### src/rtl/io_port_unit.sv
// io_port_unit: the I/O port block between the Controller core and the external pins.
// It contains three parts:
//   - an input FIFO with a registered IN read path,
//   - a held output port with a one-cycle strobe,
//   - an edge-triggered, acknowledged interrupt request.
module io_port_unit #(
    parameter int DATA_W   = 16,
    parameter int IN_DEPTH = 4
) (
    input  logic              clk,
    input  logic              reset,
    // input port / FIFO
    input  logic [DATA_W-1:0] inPortData,
    input  logic              inPortValid,
    output logic              inPortReady,
    input  logic              rdEn,
    output logic [DATA_W-1:0] rdData,
    output logic              rdValid,
    output logic              inEmpty,
    output logic              inOverflow,
    // output port
    input  logic              wrEn,
    input  logic [DATA_W-1:0] wrData,
    output logic [DATA_W-1:0] outPortData,
    output logic              outSignalEn,
    // interrupt
    input  logic              interruptSignal,
    input  logic              intAck,
    output logic              intReq
);

    localparam int AW = $clog2(IN_DEPTH);
    localparam logic [AW:0] FULL_CNT = (AW+1)'(IN_DEPTH);

    typedef enum logic {IDLE, PENDING} int_state_e;

    logic [DATA_W-1:0] mem_q [IN_DEPTH];
    logic [AW-1:0]     wr_ptr_q, wr_ptr_d;
    logic [AW-1:0]     rd_ptr_q, rd_ptr_d;
    logic [AW:0]       count_q, count_d;
    logic [DATA_W-1:0] rd_data_q;
    logic              rd_valid_q;
    logic              ovf_q;
    logic [DATA_W-1:0] out_data_q;
    logic              out_en_q;
    logic              int_prev_q;
    int_state_e        int_state_q, int_state_d;

    logic push, pop, int_edge;

    // The flags come from the count that was registered at the previous edge.
    // As a result, a full FIFO refuses a push even while a pop happens in the same cycle.
    assign inPortReady = (count_q != FULL_CNT);
    assign inEmpty     = (count_q == '0);
    assign push        = inPortValid && inPortReady;
    assign pop         = rdEn && !inEmpty;
    assign int_edge    = interruptSignal && !int_prev_q;

    assign rdData      = rd_data_q;
    assign rdValid     = rd_valid_q;
    assign inOverflow  = ovf_q;
    assign outPortData = out_data_q;
    assign outSignalEn = out_en_q;
    assign intReq      = (int_state_q == PENDING);

    // FIFO pointer/count next state; the pointers wrap naturally at IN_DEPTH
    always_comb begin
        wr_ptr_d = wr_ptr_q;
        rd_ptr_d = rd_ptr_q;
        count_d  = count_q + (AW+1)'(push) - (AW+1)'(pop);
        if (push) wr_ptr_d = wr_ptr_q + AW'(1);
        if (pop)  rd_ptr_d = rd_ptr_q + AW'(1);
    end

    // Interrupt FSM next state.
    // An edge arriving in the same cycle as an ack keeps the request pending.
    always_comb begin
        int_state_d = int_state_q;
        case (int_state_q)
            IDLE:    if (int_edge)             int_state_d = PENDING;
            PENDING: if (intAck && !int_edge)  int_state_d = IDLE;
            default:                           int_state_d = IDLE;
        endcase
    end

    // FIFO storage writes; the contents need no reset because the count guards every read
    always_ff @(posedge clk) begin
        if (!reset && push) mem_q[wr_ptr_q] <= inPortData;
    end

    // Control and datapath registers.
    // During reset, intPrev tracks the pin, so a pin that is already high raises no request.
    always_ff @(posedge clk) begin
        if (reset) begin
            wr_ptr_q    <= '0;
            rd_ptr_q    <= '0;
            count_q     <= '0;
            rd_data_q   <= '0;
            rd_valid_q  <= 1'b0;
            ovf_q       <= 1'b0;
            out_data_q  <= '0;
            out_en_q    <= 1'b0;
            int_prev_q  <= interruptSignal;
            int_state_q <= IDLE;
        end else begin
            wr_ptr_q    <= wr_ptr_d;
            rd_ptr_q    <= rd_ptr_d;
            count_q     <= count_d;
            rd_valid_q  <= pop;
            if (pop) rd_data_q <= mem_q[rd_ptr_q];
            if (inPortValid && !inPortReady) ovf_q <= 1'b1;
            out_en_q    <= wrEn;
            if (wrEn) out_data_q <= wrData;
            int_prev_q  <= interruptSignal;
            int_state_q <= int_state_d;
        end
    end

endmodule
### config.mk
export PLATFORM = sky130hd
export DESIGN_NAME = io_port_unit
export DESIGN_NICKNAME = d
export VERILOG_FILES = /design/src/rtl/io_port_unit.sv
export SDC_FILE = /design/constraint.sdc
export NUM_CORES = 1
export LEC_CHECK = 0
export ABC_AREA = 1
export CORE_UTILIZATION = 50
export CTS_BUF_LIST = sky130_fd_sc_hd__clkbuf_16
export DETAILED_ROUTE_END_ITERATION = 16
export PLACE_DENSITY = 0.76
export SLEW_MARGIN = 40
export SYNTH_ARGS = -nofsm -noshare
export SYNTH_HDL_FRONTEND = slang
export SYNTH_SLANG_ARGS = --single-unit
### constraint.sdc
create_clock -name clk -period 2.3 [get_ports clk]
set_input_delay 0.46 -clock clk [delete_from_list [all_inputs] [get_ports clk]]
set_output_delay 0.46 -clock clk [all_outputs]
set_load 0.02 [all_outputs]
Yosys cells after proc, flatten, opt, wreduce, memory -nomap -nowiden
Memories as Yosys holds them, arrays and structs flattened. A register that Yosys moved wholly into a read port is not among the register bits.
Cells that the tools add are included.
{"block": "classes", "bitwise_logic": 1, "addsub": 4, "shifts": 0, "div_mod_pow": 0, "mul": 0, "n_reduce_logical": 12, "eq_ne": 1, "order_cmp": 0, "mux": 5}
{"op": "$logic_and A1 B1 Y1", "count": 6}
{"op": "$logic_not A1 Y1", "count": 5}
{"op": "$add A2 B1 Y2 const B", "count": 2}
{"op": "$mux W1", "count": 4}
{"op": "$add A3 B1 Y3", "count": 1}
{"op": "$logic_not A3 Y1", "count": 1}
{"op": "$ne A3 B3 Y1 const B", "count": 1}
{"op": "$sub A3 B1 Y3", "count": 1}
{"op": "$pmux W1 S2", "count": 1}
{"op": "$not A1 Y1", "count": 1}
{"block": "totals", "latchBits": 0, "word_cells": 33, "reg_bits": 28, "out_inout_bits": 38, "romBits": 0, "n_memories": 1, "mem_bits_rw": 64, "inputBits": 39}
{"name": "mem_q", "depth": 4, "word_bits": 16, "read_ports": 1, "rd_clocked_by_memory_dff": 1, "wr": 1, "line_no": "37", "text": "logic [DATA_W-1:0] mem_q [IN_DEPTH];"}

Longest topological paths before layout
Gate-level depths: netlist of run 1.
{"block": "logic_depth", "ltp_word": 6, "mapped_depth": 11, "depth_no_buf": 11}

Worst setup path before layout of run 1
Ideal clock, no wire load.
{"block": "synth_path", "kind": "register to register", "from": "register count_q[1]", "to": "memory mem_q[0][0], enable pin", "slack_ns": 0.378, "arrival_ns": 1.533, "setup_time_ns": 0.389, "path_buffers": 0, "required_time_ns": 1.911, "stages_incl_launch_ff": 5, "path_cell_list": "dfxtp_1 nor2_4 a21oi_2 nand2_1 nor2_1"}
{"block": "synth_via", "elab_chain_cells": 5}
{"element": "start: declaration", "line_no": "40", "text": "logic [AW:0] count_q, count_d;"}
{"element": "start signal: assignment", "line_no": "108", "text": "count_q <= count_d;"}
{"element": "$ne A3 B3 Y1", "line_no": "53", "text": "assign inPortReady = (count_q != FULL_CNT);"}
{"element": "$logic_and A1 B1 Y1", "line_no": "55", "text": "assign push = inPortValid && inPortReady;"}
{"element": "$logic_and A1 B1 Y1", "line_no": "88", "text": "if (!reset && push) mem_q[wr_ptr_q] <= inPortData;"}
{"element": "$mux W1", "line_no": "88"}
{"element": "$mux W1 (not written as such)", "line_no": "88"}
{"element": "end: declaration", "line_no": "37"}
Every way passes these cells.

Final worst setup path of run 1
{"block": "layout_path", "from": "input inPortValid", "to": "register count_q[2]"}
{"block": "layout_via", "elab_chain_cells": 3}
{"element": "start: declaration", "line_no": "14", "text": "input logic inPortValid,"}
{"element": "$logic_and A1 B1 Y1", "line_no": "55"}
{"element": "$add A3 B1 Y3", "line_no": "70", "text": "count_d = count_q + (AW+1)'(push) - (AW+1)'(pop);"}
{"element": "$sub A3 B1 Y3", "line_no": "70"}
Every way passes these cells.
A chain may end at the register's enable or synchronous reset.

==> results_dict.tcl, run 1 <==
set metrics [dict create \
    antenna_left 0 \
    die_x_um 96.7 \
    critPathCaptureType "register" \
    clock_latency_ns 0.34 \
    synth-edff-count 64 \
    synth_common_cells "nand2_1 (127), inv_1 (98), nor2_1 (79)" \
    synth-compound-area-share 0.0271 \
    placement.io_buffers 76 \
    drt-initial-drc-count 211 \
    wl_per_cell_um 12.8 \
    cts_root_buffer "clkbuf_16" \
    hold_viol 0 \
    antenna_found_initial 0 \
    cts_setup_buffers 0 \
    dp_hpwl_um 5950 \
    finalWorstSetupSlack_ns 0.165 \
    vias 3332 \
    diodes 0 \
    ys_types 21 \
    crit_chain "clkdlybuf4s50_1, inv_1, a21oi_2, inv_1, ha_1, inv_1, ha_1, inv_1, fa_1, o21ai_0, a21oi_1" \
    overflow 0 \
    ys.flop_type "edfxtp_1" \
    setup_tns_ns 0 \
    syn_inst 501 \
    synth_top_area_share 0.429 \
    drcViolationCount 0 \
    syn_nets 547 \
    power.leakage_nw 2.58 \
    synth-simple-area-share 0.216 \
    muxShareOfSynthArea 0 \
    crit_top_cell "inv_1" \
    max_freq_mhz 468 \
    yosysWarnings 0 \
    htreeDepth 3 \
    wirelength_um 8950 \
    synth_top_family_by_area "simple AND/OR/NAND/NOR gates" \
    hold_slack_ns 0.462 \
    status "finished clean" \
    start_kind "primary input" \
    cts_tree "yes" \
    placed_cell_area_mm2 0.00539 \
    cts_num_sinks 108 \
    finalInstanceArea_mm2 0.00568 \
    layout.nets 631 \
    worstMarginPinSlew_ns 0.566 \
    synth_area_leaders "edfxtp_1 (43%), dfxtp_1 (20%), nand2_1 (11%)" \
    worstRegToRegCells 10 \
    worst_path_largest_cell_delay_ns 0.47 \
    synth_xor_xnor_area_share 0 \
    core_area_mm2 0.00872 \
    cts_resized 0 \
    ir_drop_mv 0.526 \
    slew_headroom 0.622 \
    path_class "primary input to register" \
    finalSetupViolCount 0 \
    hold_path_depth 2 \
    avgViaCountPerCell 4.77 \
    grtUsageTotal 0.202 \
    clkSlewWorstSetupHoldPaths_ns 0.07 \
    area_growth_pct 26.6 \
    cp_max_fo 2 \
    min_path_type "register to register" \
    avgSynthCellArea_um2 8.95 \
    synth_fa_ha_area_frac 0.0212 \
    rsz0062_at_grt "no" \
    cpMaxStageDelayCell "clkdlybuf4s50_1" \
    fin_crit_ns 2.13 \
    die_h_um 96.7 \
    grt_max_degree 38 \
    grt_pass1_wl_um 15000 \
    yosys_register_bits 108 \
    dp_slack_ns -0.0960 \
    worstPathArrival_ns 2.36 \
    finalCritPeriodShare 0.928 \
    synth.most_common_cell "nand2_1" \
    cap_violations 0 \
    synth_top_cell_by_area "edfxtp_1" \
    required_ns 2.53 \
    start_util 0.514 \
    drive_above_1_share 0.0661 \
    grt_pass1_vias 3384 \
    async_flop_share 0 \
    ioPinCount 77 \
    fp-row-count 34 \
    power.density_mw_per_mm2 964 \
    fillCellCount 718 \
    numCtsBuffers 9 \
    ctsHoldBuffers 0 \
    fin_skew_ns 0.00955 \
    clock_path_buffers 2 \
    syn_area_mm2 0.00448 \
    final_max_slew_viol_count 0 \
    yosysSeqAreaShare 0.625 \
    die_area_mm2 0.00935 \
    globalplace.congestion 0.746 \
    dr.pass1.iters 5 \
]
-- where the power goes --
| part | switching [mW] | leakage, nW | internal [mW] |
|---|---|---|---|
| Sequential | 0.116 | 0.945 | 2.28 |
| Clock | 0.691 | 0.149 | 0.808 |
| Combinational | 0.933 | 1.48 | 0.645 |
-- stage by stage --
step	std cells	utilization	power [mW]
5_1_grt	698	0.651	5.78
4_1_cts	698	0.651	5.52
3_3_place_gp	682	0.618	3.97
3_5_place_dp	682	0.618	4.02
2_1_floorplan	501	-	3.46
6_report	698	0.651	5.47
-- kinds of logic (layout without fill, tap and decap cells) --
group,count (synthesis),in the layout
and+or+nand+nor,242,242
buffers and inverters,121,210
DFF,108,108
AOI/OAI and AO/OA,23,23
adders and majority gates,7,7
-- per-layer routing --
metal	track usage	vias to the layer above	routed length, µm
met3	0.0332	7	483
met4	0.0999	0	97
met5	0	-	0
met1	0.231	1544	3660
li1	-	1689	-
met2	0.366	92	4710
-- cell type report --
| type | instances | area (µm²) | area share |
|---|---|---|---|
| sequential | 108 | 2800 | 0.494 |
| timing repair buffer | 92 | 881 | 0.155 |
| clock buffer | 10 | 250 | 0.0441 |
| multi-input combinational | 272 | 1180 | 0.208 |
| clock inverter | 6 | 43.8 | 0.00771 |
| tap | 108 | 135 | 0.0238 |
| inverter | 102 | 383 | 0.0674 |
-- worst paths after layout --
| check | slack, ns | startpoint | to |
|---|---|---|---|
| worst min-delay path | 0.46 | intReq | intReq |
| worst max register to register | 0.26 | count_q[1] | count_q[2] |
| worst max-delay path | 0.17 | inPortValid | count_q[2] |
| worst min register to register | 0.46 | intReq | intReq |
-- worst max-delay path, delay by kind of cell --
family                     cells  cell delay (ns)
adders and majority gates      3             0.79
buffers and inverters          5             0.70
AOI/OAI and AO/OA              3             0.41
-- flip-flops by register name, summed over array words and instances, names as in the netlist --
signal and count:
rdData 16, rdValid 1, mem_q 64, outSignalEn 1
intReq 1, wr_ptr_q 2, outPortData 16, count_q 3
int_prev_q 1, inOverflow 1, rd_ptr_q 2
-- layout by cell type (no fill, tap or decap), drive strengths merged --
master | synthesis | final
clkbuf | 2 | 10
clkinv | 1 | 4
o21a | 1 | 1
ha | 6 | 6
o21ai | 18 | 18
nor2 | 80 | 80
fa | 1 | 1
clkdlybuf4s50 | 0 | 76
dfxtp | 44 | 44
nand2 | 129 | 129
edfxtp | 64 | 64
inv | 101 | 104
a21oi | 4 | 4
buf | 17 | 16
nand3 | 33 | 33
No activity file was read; power rests on OpenSTA's default activity.
==> run 2: changes to the inputs <==
--- a/config.mk
+++ b/config.mk
@@ -10,7 +10,6 @@
 export CTS_BUF_LIST = sky130_fd_sc_hd__clkbuf_16
 export DETAILED_ROUTE_END_ITERATION = 16
 export PLACE_DENSITY = 0.76
-export SLEW_MARGIN = 40
 export SYNTH_ARGS = -nofsm -noshare
 export SYNTH_HDL_FRONTEND = slang
 export SYNTH_SLANG_ARGS = --single-unit
==> results of run 2 <==
The final DEF is identical to that of run 1; final timing and power are the same.
